`src/rtl/rob.sv`:
```
// Reorder buffer.
// Allocates one entry per issued instruction, collects CDB write-backs,
// answers the register file's dependency queries and retires in program order.
// Retirement reports the committed register write, releases stores to the
// load/store buffer, and flushes the whole buffer on a branch mispredict.
//
// Ports:
//   clk_in, rst_in, rdy_in         clock, synchronous active-high reset, global ready
//   issue_*                        one instruction issued per cycle from the decoder
//   issue_rob_entry                entry handed to the instruction issued this cycle
//   rob_full, debug_rob_empty      occupancy flags
//   wb_*                           CDB write-back (value, branch outcome, target)
//   get_rob_entry1/2, ready1/2,    combinational dependency queries
//   value1/2
//   rob_commit, commit_reg_*,      registered one-cycle commit report
//   commit_rob_entry
//   store_commit                   registered pulse releasing the head store
//   rob_clear_up, redirect_pc      registered flush pulse and fetch restart PC
module rob #(
  parameter int ROB_BIT = 4
) (
  input  logic               clk_in,
  input  logic               rst_in,
  input  logic               rdy_in,
  input  logic               issue_valid,
  input  logic [1:0]         issue_type,
  input  logic [4:0]         issue_rd,
  input  logic [31:0]        issue_pc,
  input  logic               issue_pred_taken,
  output logic [ROB_BIT-1:0] issue_rob_entry,
  output logic               rob_full,
  output logic               debug_rob_empty,
  input  logic               wb_valid,
  input  logic [ROB_BIT-1:0] wb_entry,
  input  logic [31:0]        wb_value,
  input  logic               wb_taken,
  input  logic [31:0]        wb_target,
  input  logic [ROB_BIT-1:0] get_rob_entry1,
  output logic               ready1,
  output logic [31:0]        value1,
  input  logic [ROB_BIT-1:0] get_rob_entry2,
  output logic               ready2,
  output logic [31:0]        value2,
  output logic               rob_commit,
  output logic [4:0]         commit_reg_id,
  output logic [31:0]        commit_reg_data,
  output logic [ROB_BIT-1:0] commit_rob_entry,
  output logic               store_commit,
  output logic               rob_clear_up,
  output logic [31:0]        redirect_pc
);

  localparam int DEPTH = 1 << ROB_BIT;
  localparam logic [1:0] TYPE_STORE  = 2'd1;
  localparam logic [1:0] TYPE_BRANCH = 2'd2;
  localparam logic [ROB_BIT:0] COUNT_FULL = (ROB_BIT+1)'(DEPTH);

  // Per-entry storage
  logic [DEPTH-1:0] busy_q, busy_d;
  logic [DEPTH-1:0] ready_q, ready_d;
  logic [DEPTH-1:0] pred_q, pred_d;
  logic [DEPTH-1:0] taken_q, taken_d;
  logic [1:0]       type_q   [DEPTH];
  logic [1:0]       type_d   [DEPTH];
  logic [4:0]       rd_q     [DEPTH];
  logic [4:0]       rd_d     [DEPTH];
  logic [31:0]      pc_q     [DEPTH];
  logic [31:0]      pc_d     [DEPTH];
  logic [31:0]      value_q  [DEPTH];
  logic [31:0]      value_d  [DEPTH];
  logic [31:0]      target_q [DEPTH];
  logic [31:0]      target_d [DEPTH];

  logic [ROB_BIT-1:0] head_q, head_d;
  logic [ROB_BIT-1:0] tail_q, tail_d;
  logic [ROB_BIT:0]   count_q, count_d;

  // Registered retirement outputs
  logic               commit_q, commit_d;
  logic [4:0]         cid_q, cid_d;
  logic [31:0]        cdata_q, cdata_d;
  logic [ROB_BIT-1:0] centry_q, centry_d;
  logic               store_q, store_d;
  logic               clear_q, clear_d;
  logic [31:0]        redirect_q, redirect_d;

  logic issue_fire_s;
  logic wb_fire_s;
  logic commit_fire_s;
  logic mispredict_s;

  assign rob_full         = (count_q == COUNT_FULL);
  assign debug_rob_empty  = (count_q == '0);
  assign issue_rob_entry  = tail_q;
  assign rob_commit       = commit_q;
  assign commit_reg_id    = cid_q;
  assign commit_reg_data  = cdata_q;
  assign commit_rob_entry = centry_q;
  assign store_commit     = store_q;
  assign rob_clear_up     = clear_q;
  assign redirect_pc      = redirect_q;

  // Nothing is accepted during the flush cycle; commit uses stored readiness only.
  assign issue_fire_s  = rdy_in && issue_valid && !rob_full && !clear_q;
  assign wb_fire_s     = rdy_in && wb_valid && !clear_q && busy_q[wb_entry];
  assign commit_fire_s = rdy_in && (count_q != '0) && busy_q[head_q] && ready_q[head_q];
  assign mispredict_s  = commit_fire_s && (type_q[head_q] == TYPE_BRANCH) &&
                         (taken_q[head_q] != pred_q[head_q]);

  // Next-state computation for storage, pointers and retirement outputs
  always_comb begin
    busy_d     = busy_q;
    ready_d    = ready_q;
    pred_d     = pred_q;
    taken_d    = taken_q;
    type_d     = type_q;
    rd_d       = rd_q;
    pc_d       = pc_q;
    value_d    = value_q;
    target_d   = target_q;
    head_d     = head_q;
    tail_d     = tail_q;
    count_d    = count_q;
    commit_d   = commit_q;
    cid_d      = cid_q;
    cdata_d    = cdata_q;
    centry_d   = centry_q;
    store_d    = store_q;
    clear_d    = clear_q;
    redirect_d = redirect_q;

    if (wb_fire_s) begin
      ready_d[wb_entry]  = 1'b1;
      value_d[wb_entry]  = wb_value;
      taken_d[wb_entry]  = wb_taken;
      target_d[wb_entry] = wb_target;
    end else begin
      ready_d = ready_d;
    end

    if (issue_fire_s) begin
      busy_d[tail_q]  = 1'b1;
      ready_d[tail_q] = 1'b0;
      type_d[tail_q]  = issue_type;
      rd_d[tail_q]    = issue_rd;
      pc_d[tail_q]    = issue_pc;
      pred_d[tail_q]  = issue_pred_taken;
      tail_d          = tail_q + ROB_BIT'(1);
    end else begin
      tail_d = tail_q;
    end

    if (commit_fire_s) begin
      busy_d[head_q] = 1'b0;
      head_d         = head_q + ROB_BIT'(1);
    end else begin
      head_d = head_q;
    end

    case ({issue_fire_s, commit_fire_s})
      2'b10:   count_d = count_q + (ROB_BIT+1)'(1);
      2'b01:   count_d = count_q - (ROB_BIT+1)'(1);
      default: count_d = count_q;
    endcase

    // Pulses drop back to zero on every active cycle without a commit;
    // data fields keep the last committed values.
    if (rdy_in) begin
      commit_d = commit_fire_s;
      store_d  = commit_fire_s && (type_q[head_q] == TYPE_STORE);
      clear_d  = mispredict_s;
      if (commit_fire_s) begin
        centry_d = head_q;
        cdata_d  = value_q[head_q];
        cid_d    = (type_q[head_q] == TYPE_STORE) ? 5'd0 : rd_q[head_q];
      end else begin
        centry_d = centry_q;
      end
      if (mispredict_s) begin
        redirect_d = taken_q[head_q] ? target_q[head_q] : (pc_q[head_q] + 32'd4);
      end else begin
        redirect_d = redirect_q;
      end
    end else begin
      commit_d = commit_q;
    end

    // A mispredicted branch empties the buffer, discarding this cycle's issue/wb.
    if (mispredict_s) begin
      busy_d  = '0;
      ready_d = '0;
      head_d  = '0;
      tail_d  = '0;
      count_d = '0;
    end else begin
      count_d = count_d;
    end
  end

  // State registers with synchronous reset; rdy_in low freezes everything.
  always_ff @(posedge clk_in) begin
    if (rst_in) begin
      busy_q     <= '0;
      ready_q    <= '0;
      pred_q     <= '0;
      taken_q    <= '0;
      for (int i = 0; i < DEPTH; i++) begin
        type_q[i]   <= 2'd0;
        rd_q[i]     <= 5'd0;
        pc_q[i]     <= 32'd0;
        value_q[i]  <= 32'd0;
        target_q[i] <= 32'd0;
      end
      head_q     <= '0;
      tail_q     <= '0;
      count_q    <= '0;
      commit_q   <= 1'b0;
      cid_q      <= 5'd0;
      cdata_q    <= 32'd0;
      centry_q   <= '0;
      store_q    <= 1'b0;
      clear_q    <= 1'b0;
      redirect_q <= 32'd0;
    end else begin
      busy_q     <= busy_d;
      ready_q    <= ready_d;
      pred_q     <= pred_d;
      taken_q    <= taken_d;
      type_q     <= type_d;
      rd_q       <= rd_d;
      pc_q       <= pc_d;
      value_q    <= value_d;
      target_q   <= target_d;
      head_q     <= head_d;
      tail_q     <= tail_d;
      count_q    <= count_d;
      commit_q   <= commit_d;
      cid_q      <= cid_d;
      cdata_q    <= cdata_d;
      centry_q   <= centry_d;
      store_q    <= store_d;
      clear_q    <= clear_d;
      redirect_q <= redirect_d;
    end
  end

  // Dependency query, source 1 (same-cycle write-back is forwarded)
  always_comb begin
    ready1 = 1'b0;
    value1 = 32'd0;
    if (busy_q[get_rob_entry1]) begin
      if (wb_valid && (wb_entry == get_rob_entry1)) begin
        ready1 = 1'b1;
        value1 = wb_value;
      end else begin
        ready1 = ready_q[get_rob_entry1];
        value1 = value_q[get_rob_entry1];
      end
    end else begin
      ready1 = 1'b0;
    end
  end

  // Dependency query, source 2 (same-cycle write-back is forwarded)
  always_comb begin
    ready2 = 1'b0;
    value2 = 32'd0;
    if (busy_q[get_rob_entry2]) begin
      if (wb_valid && (wb_entry == get_rob_entry2)) begin
        ready2 = 1'b1;
        value2 = wb_value;
      end else begin
        ready2 = ready_q[get_rob_entry2];
        value2 = value_q[get_rob_entry2];
      end
    end else begin
      ready2 = 1'b0;
    end
  end

endmodule

```
`config.mk`:
```
export PLATFORM = sky130hd
export DESIGN_NAME = rob
export DESIGN_NICKNAME = d
export VERILOG_FILES = /design/src/rtl/rob.sv
export SDC_FILE = /design/constraint.sdc
export NUM_CORES = 2
export LEC_CHECK = 0
export CAP_MARGIN = 20
export CORE_MARGIN = 2
export CORE_UTILIZATION = 25
export CTS_CLUSTER_DIAMETER = 200
export CTS_CLUSTER_SIZE = 16
export DETAILED_ROUTE_END_ITERATION = 8
export PLACE_DENSITY = 0.44
export SKIP_CTS_REPAIR_TIMING = 1
export SYNTH_ARGS = -nofsm -noshare
export SYNTH_HDL_FRONTEND = slang
export SYNTH_SLANG_ARGS = --single-unit
```
`constraint.sdc`:
```
create_clock -name clk_in -period 6.7 [get_ports clk_in]
set_clock_uncertainty 0.1 [all_clocks]
set_input_delay 2.01 -clock clk_in [delete_from_list [all_inputs] [get_ports clk_in]]
set_output_delay 2.01 -clock clk_in [all_outputs]
set_load 0.05 [all_outputs]
```
==> metrics.yaml <==
worstMarginPinSlew_ps: 1240
place.gp.congestion: 0.810
yosysWarnings: 0
antenna_found_initial: 40
p_leak_uw: 0.0288
min_period_ps: 6410
clockRootBuffer: "clkbuf_16"
dieWidth_um: 589
path_class: "in -> out"
ant_nets: 0
rsz0062_at_grt: "no"
seqCellArea_um2: 36100
finalCritPeriodShare: 0.956
synth_area_leaders: "dfxtp_1 (42%), mux4_2 (21%), nand2_1 (16%)"
relSlewSlack: 0.172
worstReg2RegStart: "head_q[0]"
syn-num-nets: 9747
clock-sinks: 1801
numCtsBuffers: 135
fp.dieArea_um2: 347000
cts_tree: "done"
fmax_mhz: 156
synth_most_common_cell: "nand2_1"
wirelength_um: 365000
worstRegToRegCells: 8
grt_pass1_vias: 70200
io_buffers: 269
synth_top_area_cell: "dfxtp_1"
clk_pin_slew_ps: 70
critPathCaptureType: "output port"
synth_edf_count: 0
r2r_slack_ps: 1670
slew_viol_final: 0
power_per_cell_area_nw_per_um2: 202
async_flop_share: 0
rows: 214
fin_area_um2: 96900
setup_slack_ps: 292
start_kind: "input pin"
drc: 0
maxCapViolations: 0
hp-class: "reg -> reg"
netlist_area_um2: 85500
avgSynthCellArea_um2: 8.89
post_drt_wl_per_cell_um: 26.5
fin_tns_setup_ps: 0
crit_start: "get_rob_entry2[0]"
drive_gt1_frac: 0.148
synth-seq-cells: 1801
yosysUniqueCellTypes: 62
dp_slack_ps: 301
outcome: "completed"
ir_drop_uv: 166
grt_overflow_total: 0
drtIter0Drc: 7619
setup_viol: 0
fp.coreArea_um2: 340000
critPathArrivalTime_ps: 4300
grt_start_max_net_pins: 194
placed_cell_area_um2: 93300
grt_use_total: 0.203
hold_violations: 0
vias: 72700
nets: 9371
critPathMaxFanout: 33
dp_hpwl_um: 212000
avgViaCountPerCell: 5.27
multiInputGateArea_um2: 45300
area_delta_synth_final_pct: 13.4
syn_inst: 9613
cp-endpoint: "value2[27]"
htree_levels: 4
n_fill_cell: 35400
cts_buffer_depth: 4
required_ps: 4590
ios: 270
ys_seq_area_frac: 0.422
grt_pass1_wl_um: 520000
die_h_um: 589
reg2reg_to: "head_q[1]"
clk_latency_ps: 880
synthTopCellsByCount: "nand2_1 (3641), dfxtp_1 (1801), a21oi_1 (1793)"
synth_flop_cell: "dfxtp_1"
start_util: 0.251
first_pass_iters: 7
synth_top_area_frac: 0.422
-- registers in the layout, indices dropped and copies added, names as in the netlist --
signal and flops:
store_commit 1, commit_reg_id 5, type_q 32, busy_q 16
ready_q 16, rd_q 80, value_q 512, rob_clear_up 1
issue_rob_entry 4, redirect_pc 32, pc_q 512, commit_reg_data 32
pred_q 16, target_q 512, head_q 4, commit_rob_entry 4
count_q 5, rob_commit 1, taken_q 16
-- worst min path at each step --
| stage | startpoint | endpoint | slack [ps] | depth (start not counted) |
|---|---|---|---|---|
| after floorplan | pc_q[198] | pc_q[198] | 330 | 2 |
| after global placement | pc_q[451] | pc_q[451] | 340 | 2 |
| after detailed placement | pc_q[364] | pc_q[364] | 340 | 2 |
| after CTS | pc_q[364] | pc_q[364] | 350 | 2 |
| after global routing | pc_q[223] | pc_q[223] | 370 | 2 |
| final | target_q[261] | target_q[261] | 350 | 2 |
-- metrics by stage --
| step | hold slack (ps) | util | cells | power [µW] |
|---|---|---|---|---|
| final | 353 | 0.285 | 13800 | 19600 |
| after global routing | 367 | 0.285 | 13800 | 20200 |
| after CTS | 353 | 0.285 | 13800 | 19800 |
| after detailed placement | 342 | 0.274 | 13600 | 12000 |
| after global placement | 337 | 0.274 | 13600 | 12000 |
| after floorplan | 332 | - | 9613 | 11600 |
-- worst max-delay path, stage by stage --
cell,delay [ps]
buf_8,300
buf_4,350
mux4_2,520
mux2_2,300
o21ai_4,150
buf_12,240
a21oi_1,140
buf_12,170
-- cells in the final DEF (no fill, tap or decap), types with 41 or more instances in the layout --
cell type,n
buf_4,170
nor2_1,91
clkbuf_16,136
a21oi_1,1793
a22oi_1,41
buf_12,145
clkdlybuf4s50_1,194
nand2_1,3640
mux4_2,807
dfxtp_1,1797
-- routing by layer --
metal / GRT usage / vias up / part of all wire
li1: - / 32100 / -
met1: 0.270 / 36900 / 0.42
met2: 0.333 / 3080 / 0.47
met3: 0.0345 / 589 / 0.078
met4: 0.0701 / 28 / 0.036
met5: 0 / - / 0.00048
-- cell type report --
class,count,share of cell area
clock inverters,11,0.00185
multi-input cells,6768,0.468
well taps,4536,0.0586
flip-flops and latches,1801,0.372
diodes,12,0.000310
repair buffers,515,0.0638
inverters,16,0.000620
clock buffers,139,0.0352
-- logic make-up (layout without fill, tap and decap cells) --
| logic type | count (synthesis) | after routing | share of synthesized area |
|---|---|---|---|
| simple gates | 3902 | 3902 | 0.176 |
| compound gates | 1945 | 1945 | 0.117 |
| flops | 1801 | 1801 | 0.422 |
| buf+inv | 1044 | 681 | 0.0519 |
| mux | 864 | 864 | 0.226 |
| xor+xnor | 45 | 45 | 0.00461 |
| fa+ha+maj | 12 | 12 | 0.00176 |
| other cells | 0 | 12 | 0 |
-- power breakdown --
group,internal (µW),leakage [µW],total [µW],switching [µW]
clock,3680,0.00176,7900,4220
sequential,10700,0.0145,10700,15.5
combinational,285,0.0125,997,712
total,14700,0.0288,19600,4950
Power figures use the tool's default switching activity.
